<file path="config.mk">
export PLATFORM = sky130hd
export DESIGN_NAME = pipeline_scoreboard_flat
export DESIGN_NICKNAME = d
export VERILOG_FILES = /design/src/rtl/pipeline_scoreboard_if.sv /design/src/rtl/pipeline_scoreboard.sv /design/src/flat_wrapper.sv
export SDC_FILE = /design/constraint.sdc
export NUM_CORES = 1
export LEC_CHECK = 0
export CORE_ASPECT_RATIO = 0.9
export CORE_MARGIN = 10
export CORE_UTILIZATION = 40
export CTS_BUF_LIST = sky130_fd_sc_hd__clkbuf_8
export CTS_CLUSTER_DIAMETER = 30
export CTS_CLUSTER_SIZE = 40
export DETAILED_ROUTE_END_ITERATION = 16
export GPL_TIMING_DRIVEN = 0
export RECOVER_POWER = 50
export SLEW_MARGIN = 0
export SYNTH_ARGS = -nofsm -noshare
export SYNTH_HDL_FRONTEND = slang
export SYNTH_SLANG_ARGS = --single-unit
</file>
<file path="constraint.sdc">
create_clock -name clk -period 4.55 [get_ports clk]
set_input_delay 0.6825 -clock clk [delete_from_list [all_inputs] [get_ports clk]]
set_output_delay 0.6825 -clock clk [all_outputs]
set_load 0.1 [all_outputs]
</file>
<file path="src/rtl/pipeline_scoreboard_if.sv">
// ID-stage hazard interface: the decode stage presents its instruction and
// receives the stall decision plus observability outputs.
interface pipeline_scoreboard_if #(
    parameter int REG_COUNT = 32,
    parameter int ADDR_W    = 5,
    parameter int LAT_W     = 3
);
    logic              id_valid;
    logic              id_flush;
    logic [ADDR_W-1:0] id_rs;
    logic [ADDR_W-1:0] id_rt;
    logic              id_uses_rs;
    logic              id_uses_rt;
    logic              id_branch;
    logic [ADDR_W-1:0] id_rd;
    logic              id_writes;
    logic [LAT_W-1:0]  id_lat;
    logic              stall;
    logic              stall_raw;
    logic              stall_waw;
    logic [REG_COUNT-1:0] busy_vec;
    logic [31:0]       stall_cycles;

    modport master (
        output id_valid, id_flush, id_rs, id_rt, id_uses_rs, id_uses_rt,
               id_branch, id_rd, id_writes, id_lat,
        input  stall, stall_raw, stall_waw, busy_vec, stall_cycles
    );

    modport slave (
        input  id_valid, id_flush, id_rs, id_rt, id_uses_rs, id_uses_rt,
               id_branch, id_rd, id_writes, id_lat,
        output stall, stall_raw, stall_waw, busy_vec, stall_cycles
    );
endinterface

</file>
<file path="src/rtl/pipeline_scoreboard.sv">
// Per-register pending-write scoreboard: each register counts down the cycles
// until its in-flight result can be forwarded, and ID stalls on RAW/WAW hazards.
module pipeline_scoreboard #(
    parameter int REG_COUNT    = 32,
    parameter int ADDR_W       = 5,
    parameter int MAX_LAT      = 4,
    parameter int LAT_W        = 3,
    parameter int BRANCH_IN_ID = 1
) (
    input  logic clk,
    input  logic rst,
    pipeline_scoreboard_if.slave sb
);
    localparam logic [LAT_W-1:0] ONE   = LAT_W'(1);
    localparam logic [LAT_W-1:0] MAX_V = LAT_W'(MAX_LAT);
    localparam logic             BR_ID = (BRANCH_IN_ID != 0);

    logic [LAT_W-1:0]     cnt      [REG_COUNT];
    logic [LAT_W-1:0]     cnt_next [REG_COUNT];
    logic [REG_COUNT-1:0] busy_q;
    logic [REG_COUNT-1:0] busy_next;
    logic [31:0]          cycles_q;

    logic             live;
    logic             issue;
    logic             load_en;
    logic             rs_blocked;
    logic             rt_blocked;
    logic             raw;
    logic             waw;
    logic [LAT_W-1:0] cnt_rs;
    logic [LAT_W-1:0] cnt_rt;
    logic [LAT_W-1:0] cnt_rd;
    logic [LAT_W-1:0] lat_load;

    // A count of 1 means the value is forwardable now; branches compared in ID need it fully done.
    always_comb begin
        cnt_rs     = cnt[sb.id_rs];
        cnt_rt     = cnt[sb.id_rt];
        cnt_rd     = cnt[sb.id_rd];
        rs_blocked = 1'b0;
        rt_blocked = 1'b0;
        if (sb.id_uses_rs && (sb.id_rs != '0)) begin
            rs_blocked = (cnt_rs > ONE) || (BR_ID && sb.id_branch && (cnt_rs != '0));
        end
        if (sb.id_uses_rt && (sb.id_rt != '0)) begin
            rt_blocked = (cnt_rt > ONE) || (BR_ID && sb.id_branch && (cnt_rt != '0));
        end
        live     = sb.id_valid & ~sb.id_flush;
        raw      = live & (rs_blocked | rt_blocked);
        waw      = live & sb.id_writes & (sb.id_rd != '0) & (cnt_rd > sb.id_lat);
        issue    = live & ~(raw | waw);
        lat_load = (sb.id_lat > MAX_V) ? MAX_V : sb.id_lat;
        load_en  = issue & sb.id_writes & (sb.id_rd != '0) & (sb.id_lat != '0);
    end

    // An issuing write reloads its target even if that register is still counting.
    always_comb begin
        for (int r = 0; r < REG_COUNT; r++) begin
            cnt_next[r]  = '0;
            busy_next[r] = 1'b0;
            if (r != 0) begin
                if (load_en && (sb.id_rd == ADDR_W'(r))) begin
                    cnt_next[r] = lat_load;
                end else if (cnt[r] != '0) begin
                    cnt_next[r] = cnt[r] - ONE;
                end
                busy_next[r] = (cnt_next[r] != '0);
            end
        end
    end

    always_ff @(posedge clk) begin
        if (rst) begin
            for (int r = 0; r < REG_COUNT; r++) begin
                cnt[r] <= '0;
            end
            busy_q   <= '0;
            cycles_q <= '0;
        end else begin
            for (int r = 0; r < REG_COUNT; r++) begin
                cnt[r] <= cnt_next[r];
            end
            busy_q <= busy_next;
            if ((raw | waw) && (cycles_q != '1)) begin
                cycles_q <= cycles_q + 32'd1;
            end
        end
    end

    assign sb.stall        = raw | waw;
    assign sb.stall_raw    = raw;
    assign sb.stall_waw    = waw;
    assign sb.busy_vec     = busy_q;
    assign sb.stall_cycles = cycles_q;
endmodule

</file>
<file path="src/flat_wrapper.sv">
// flat-port wrapper written by rule: the top's interface ports become plain ports
module pipeline_scoreboard_flat 
#(
    parameter int REG_COUNT    = 32,
    parameter int ADDR_W       = 5,
    parameter int MAX_LAT      = 4,
    parameter int LAT_W        = 3,
    parameter int BRANCH_IN_ID = 1
)
  (clk, rst, sb_id_valid, sb_id_flush, sb_id_rs, sb_id_rt, sb_id_uses_rs, sb_id_uses_rt, sb_id_branch, sb_id_rd, sb_id_writes, sb_id_lat, sb_stall, sb_stall_raw, sb_stall_waw, sb_busy_vec, sb_stall_cycles);
  pipeline_scoreboard_if #(.REG_COUNT(REG_COUNT), .ADDR_W(ADDR_W), .LAT_W(LAT_W)) sb_i ();
  input  logic clk;
  input  logic rst;
  input wire logic [$bits(sb_i.id_valid)-1:0] sb_id_valid;
  input wire logic [$bits(sb_i.id_flush)-1:0] sb_id_flush;
  input wire logic [$bits(sb_i.id_rs)-1:0] sb_id_rs;
  input wire logic [$bits(sb_i.id_rt)-1:0] sb_id_rt;
  input wire logic [$bits(sb_i.id_uses_rs)-1:0] sb_id_uses_rs;
  input wire logic [$bits(sb_i.id_uses_rt)-1:0] sb_id_uses_rt;
  input wire logic [$bits(sb_i.id_branch)-1:0] sb_id_branch;
  input wire logic [$bits(sb_i.id_rd)-1:0] sb_id_rd;
  input wire logic [$bits(sb_i.id_writes)-1:0] sb_id_writes;
  input wire logic [$bits(sb_i.id_lat)-1:0] sb_id_lat;
  output wire logic [$bits(sb_i.stall)-1:0] sb_stall;
  output wire logic [$bits(sb_i.stall_raw)-1:0] sb_stall_raw;
  output wire logic [$bits(sb_i.stall_waw)-1:0] sb_stall_waw;
  output wire logic [$bits(sb_i.busy_vec)-1:0] sb_busy_vec;
  output wire logic [$bits(sb_i.stall_cycles)-1:0] sb_stall_cycles;
  assign sb_i.id_valid = sb_id_valid;
  assign sb_i.id_flush = sb_id_flush;
  assign sb_i.id_rs = sb_id_rs;
  assign sb_i.id_rt = sb_id_rt;
  assign sb_i.id_uses_rs = sb_id_uses_rs;
  assign sb_i.id_uses_rt = sb_id_uses_rt;
  assign sb_i.id_branch = sb_id_branch;
  assign sb_i.id_rd = sb_id_rd;
  assign sb_i.id_writes = sb_id_writes;
  assign sb_i.id_lat = sb_id_lat;
  assign sb_stall = sb_i.stall;
  assign sb_stall_raw = sb_i.stall_raw;
  assign sb_stall_waw = sb_i.stall_waw;
  assign sb_busy_vec = sb_i.busy_vec;
  assign sb_stall_cycles = sb_i.stall_cycles;
  pipeline_scoreboard #(.REG_COUNT(REG_COUNT), .ADDR_W(ADDR_W), .MAX_LAT(MAX_LAT), .LAT_W(LAT_W), .BRANCH_IN_ID(BRANCH_IN_ID)) u_core (.clk(clk), .rst(rst), .sb(sb_i));
endmodule
</file>
==> After elaboration in Yosys (flattened, before gate mapping) <==
Memories as Yosys holds them, arrays and structs flattened.
Index checks and enable logic that the tools add are counted.
{ "classes": {"add_sub_neg": 32, "n_lt_le_gt_ge": 4, "n_eq_ne": 32, "mux": 100, "n_bitwise": 45, "reduce_logical": 106} }
{ "ops": {"columns": ["cell", "count"], "rows": [
  ["$mux W3", 95],
  ["$reduce_bool A3 Y1", 65],
  ["$sub A3 B1 Y3 const B", 31],
  ["$eq A5 B5 Y1 const B", 16],
  ["$eq A5 B4 Y1 const B", 8],
  ["$logic_and A1 B1 Y1", 36],
  ["$or A1 B1 Y1", 34],
  ["$add A32 B1 Y32 const B", 1],
  ["$ne A32 B32 Y1 const B", 1],
  ["$eq A5 B3 Y1 const B", 4],
  ["$reduce_bool A5 Y1", 3],
  ["$eq A5 B2 Y1 const B", 2],
  ["$and A1 B1 Y1", 9],
  ["$gt A3 B1 Y1 const B", 2],
  ["$eq A5 B1 Y1 const B", 1],
  ["$mux W1", 5],
  ["$gt A3 B3 Y1", 1],
  ["$gt A3 B3 Y1 const B", 1],
  ["$logic_or A1 B1 Y1", 2],
  ["$not A1 Y1", 2]
]} }
{ "totals": {"register_bits": 64, "ramBits": 96, "in_bits": 26, "out_inout_bits": 67, "elab_cells": 323, "mem_count": 1} }
{ "memory_table": {"columns": ["name", "depth", "width", "rd", "rd_clocked_by_memory_dff", "wr", "line_no", "source"], "rows": [
  ["u_core.cnt", 32, 3, 34, 0, 32, "pipeline_scoreboard.sv:18", "logic [LAT_W-1:0] cnt [REG_COUNT];"]
]} }

==> Longest topological paths before layout <==
An unclocked memory read counts as a cell.
{ "logic_depth": {"ltp_word": 16, "mapped_depth": 21, "depth_no_buf": 16} }

==> Worst setup path before layout <==
No wires, ideal clock.
{ "synth_path": {"kind": "input to output", "from": "input sb_id_rd[0]", "to": "output sb_stall", "t_arrival_ns": 4.995, "required_ns": 3.868, "setup_slack_ns": -1.128, "path_stages": 15, "path_buffers": 5, "path_cell_list": "clkbuf_1 -> buf_1 -> mux4_2 -> mux4_2 -> nor2_1 -> nor2_1 -> ha_1 -> o21a_1 -> o211ai_1 -> inv_1 -> a31oi_2 -> nand2_2 -> buf_6 -> buf_6 -> buf_2"} }
{ "synth_via": {"elab_chain_len": 4, "word_cells_on_any_way": 6, "classes_between": "1 x order compare; 3 x bitwise; 1 x reduce/logical; 1 x memory"} }
{ "synth_lines": {"columns": ["element", "line_no", "source"], "rows": [
  ["from (decl)", "flat_wrapper.sv:21", "input wire logic [$bits(sb_i.id_rd)-1:0] sb_id_rd;"],
  ["$mem_v2 Z32 W3 or $reduce_bool A5 Y1 (tied branches)", null, null],
  ["$gt A3 B3 Y1 or $and A1 B1 Y1 (tied branches)", "pipeline_scoreboard.sv:51", "waw = live & sb.id_writes & (sb.id_rd != '0) & (cnt_rd > sb.id_lat);"],
  ["$and A1 B1 Y1 *", "pipeline_scoreboard.sv:51", null],
  ["via sb_stall_waw", "flat_wrapper.sv:26", "output wire logic [$bits(sb_i.stall_waw)-1:0] sb_stall_waw;"],
  ["$or A1 B1 Y1 *", "pipeline_scoreboard.sv:91", "assign sb.stall = raw | waw;"],
  ["to (decl)", "flat_wrapper.sv:24", "output wire logic [$bits(sb_i.stall)-1:0] sb_stall;"]
]} }
Mark *: on every way through the listed nets, which the timed path passes. The rest lies on a longest branch.

==> Worst setup path in the final report <==
{ "layout_path": {"from": "input sb_id_rd[1]", "to": "output sb_stall"} }
{ "layout_via": {"elab_chain_len": 4, "word_cells_on_any_way": 6, "classes_between": "1 x order compare; 3 x bitwise; 1 x reduce/logical; 1 x memory"} }
{ "layout_lines": {"columns": ["element", "line_no"], "rows": [
  ["$mem_v2 Z32 W3 or $reduce_bool A5 Y1 (tied branches)", null],
  ["$gt A3 B3 Y1 or $and A1 B1 Y1 (tied branches)", "pipeline_scoreboard.sv:51"],
  ["$and A1 B1 Y1 *", "pipeline_scoreboard.sv:51"],
  ["$or A1 B1 Y1 *", "pipeline_scoreboard.sv:91"]
]} }
Every way passes the cells marked *; elsewhere a longest branch is shown, timed or not.

==> impl_results.md <==
- Setup WS post-layout: -27.6 ps
- Synth cell types: 67
- Critical Path RT: 3870 ps
- Fin crit period: 4580 ps
- Worst Hold Margin: 506 ps
- Fillers: 2739
- Net Count, Synth: 1357
- Placed instance area: 12800 µm²
- Die X: 197 µm
- Most used DFF post-synth: dfxtp_1
- Nets: 1474
- Clock latency on the worst-skew pair: 490 ps
- GRT Total Usage: 21.1%
- Remaining Overflow, GRT: 0
- Hpwl dp: 27900 µm
- Final GP Congestion: 0.970
- Sequential fraction of the synthesis area: 27.8%
- CTS Buf Count: 17
- Reg power frac: 48.6%
- Total core area: 27800 µm²
- CTS Buffer Depth: 2
- Initial antenna violation count: 1
- Crit path DAT: 3900 ps
- Area of the mapped netlist: 11200 µm²
- Clock Power Share: 38.2%
- Sw frac: 29.9%
- IO Port Bufs: 86
- Die span in y: 179 µm
- Endpoints failing hold: 0
- DRT Pass-1 Iters: 5
- Final Cycle Share: 101%
- Initial core utilization: 40.4%
- CP Capture Type: primary output
- Root Buffer: clkbuf_8
- CTS Hold Bufs: 0
- CTS tree: yes
- Critical-path maximum fanout: 5
- DRC viols: 0
- Switching power of the nets: 844 µW
- Largest net degree at the start of global routing: 19
- Crit Path Category: in -> out
- Die area: 35200 µm²
- Post-synth EDFFs: 0
- Clock sinks: 156
- Unrepaired setup endpoints after global routing: yes
- H-tree Lvls: 4
- CP Launch Type: input port
- Final Max Tran Viols: 0
- Via count: 10069
- Skew final: 17.3 ps
- Relative slew slack: 32.7%
- Power per cell area: 212 nW/µm²
- Std cell rows: 58
- Worst-Margin Slew: 1010 ps
- Max Freq: 218 MHz
- WL final: 37100 µm
- Final core utilization: 47.8%
- Max-Cap Viols: 0
- Final instance area: 13300 µm²
- Comb pwr share: 13.1%
- Yosys reg bits: 156
- Post-synthesis instance total: 1265
- Min-delay worst type: reg -> reg
- First-pass GRT wire length: 57400 µm
- DRT iter0 DRCs: 912
- Most frequent cells in the layout: 147 x dfxtp_1, 122 x nand2_1, 113 x nor2_1
- Failing checks: negative setup slack
- Setup TNS: -35.6 ps
- Area delta synth->final: 18.3%
- # setup viols final: 2
- Worst vdd ir: 165 µV
- Cell Int Power: 1970 µW
- Async S/R FF share, synth: 0%
- Post-route ant nets: 0
- Most common cell after layout, fill and taps aside: dfxtp_1
- Layout cells sized above 1: 17.8%
- Reg clk slew, reported paths: 90 ps
- Routed vias/inst: 5.74
- Avg Inst Size Synth: 8.87 µm²
- Leakage power: 0.00553 µW
- Number of global-route vias before repair: 9455
- Synth warnings: 0
- DR WL/cell: 21.2 µm
- I/O pin cnt: 93
- Status: finished with violations
- Pre-CTS WS: -2010 ps
-- cell usage after synthesis (9+ instances only) --
cell type / count / area share [%]
a211oi_1: 24 / 1.6
a21oi_1: 78 / 3.5
buf_2: 9 / 0.40
buf_6: 14 / 1.4
clkbuf_1: 56 / 1.9
dfxtp_1: 156 / 28
ha_1: 66 / 7.4
inv_1: 73 / 2.4
mux2_2: 51 / 5.1
mux2_4: 20 / 2.7
mux2i_1: 64 / 5.7
mux4_2: 41 / 8.2
nand2_1: 122 / 4.1
nand2b_1: 68 / 3.8
nand3_1: 25 / 1.1
nor2_1: 114 / 3.8
nor2b_1: 32 / 1.8
nor3_1: 18 / 0.80
nor3b_1: 11 / 0.74
nor4_4: 13 / 2.5
o21ai_0: 30 / 1.3
or3_1: 44 / 2.5
or4_1: 24 / 1.6
-- critical path: stages --
cell and delay (ps):
buf_6 110, buf_8 130, buf_12 120, mux4_2 310, mux4_2 540, nor2_2 130, a31oi_1 60, ha_1 330
nor2b_1 130, o21a_1 180, o211ai_1 300, clkinvlp_4 210, a31oi_4 250, nand2_4 80, buf_12 150, buf_12 160
-- repair_timing --
item	4_1_cts	5_1_grt
buffers inserted	9	7
endpoints found under the setup margin	159	20
hold endpoints to repair	0	0
gates resized for setup	43	25
pin swaps	4	4
-- layer usage --
layer | vias to the layer above | part of all wire [%] | global-route usage (%)
met2 | 399 | 46 | 33.5
met1 | 4936 | 45 | 28.5
met3 | 37 | 7.0 | 4.04
li1 | 4697 | - | -
met4 | 0 | 1.8 | 5.98
met5 | - | 0 | 0
-- state kept, by name, summed over array words and instances, names as in the netlist --
signal / flops
u_core.sb.busy_vec: 31
u_core.cnt: 93
u_core.sb.stall_cycles: 32
-- cell type report --
cell class,count,area [µm²],area share [%]
antenna,1,2.50,0.0188
tap,360,450,3.39
inverter,73,278,2.09
multi-input combinational,947,7480,56.3
sequential,156,3140,23.7
clock inverter,13,129,0.970
clock buffer,18,248,1.87
buffer,86,561,4.22
timing repair buffer,101,993,7.48
-- path summary, 6_finish.rpt --
path	startpoint	endpoint	slack, ps	cells past startpoint
worst max register to register	u_core.cnt[30][1]	u_core.cnt[29][1]	10	16
worst min register to register	u_core.sb.stall_cycles[30]	u_core.sb.stall_cycles[30]	510	2
worst max-delay path	sb_id_rd[1]	sb_stall	-30	16
worst min-delay path	u_core.sb.stall_cycles[30]	u_core.sb.stall_cycles[30]	510	2
-- logic make-up (layout without fill, tap and decap cells) --
group           count (synthesis)  in the layout  share of synthesized area (%)
simple gates                  515            515                           25.6
compound gates                182            182                           10.3
mux                           182            182                           22.3
buf+inv                       162            291                           6.52
flops                         156            156                           27.8
fa+ha+maj                      66             66                           7.36
other cells                     1              2                         0.0334
xor+xnor                        1              1                         0.0781
-- power groups by stage --
| stage | clock network, µW | registers (µW) | logic, µW |
|---|---|---|---|
| after floorplan | 0 | 1420 | 212 |
| after global placement | 0 | 1400 | 355 |
| after detailed placement | 0 | 1400 | 356 |
| after CTS | 1110 | 1370 | 366 |
| after global routing | 1170 | 1370 | 390 |
| final | 1080 | 1370 | 369 |
-- per-stage QoR --
step	total power, µW	instances
5_1_grt	2930	1755
2_1_floorplan	1630	1265
6_report	2820	1755
3_5_place_dp	1760	1711
4_1_cts	2850	1749
3_3_place_gp	1760	1711
Note: power is estimated with default switching activity, not from simulation.
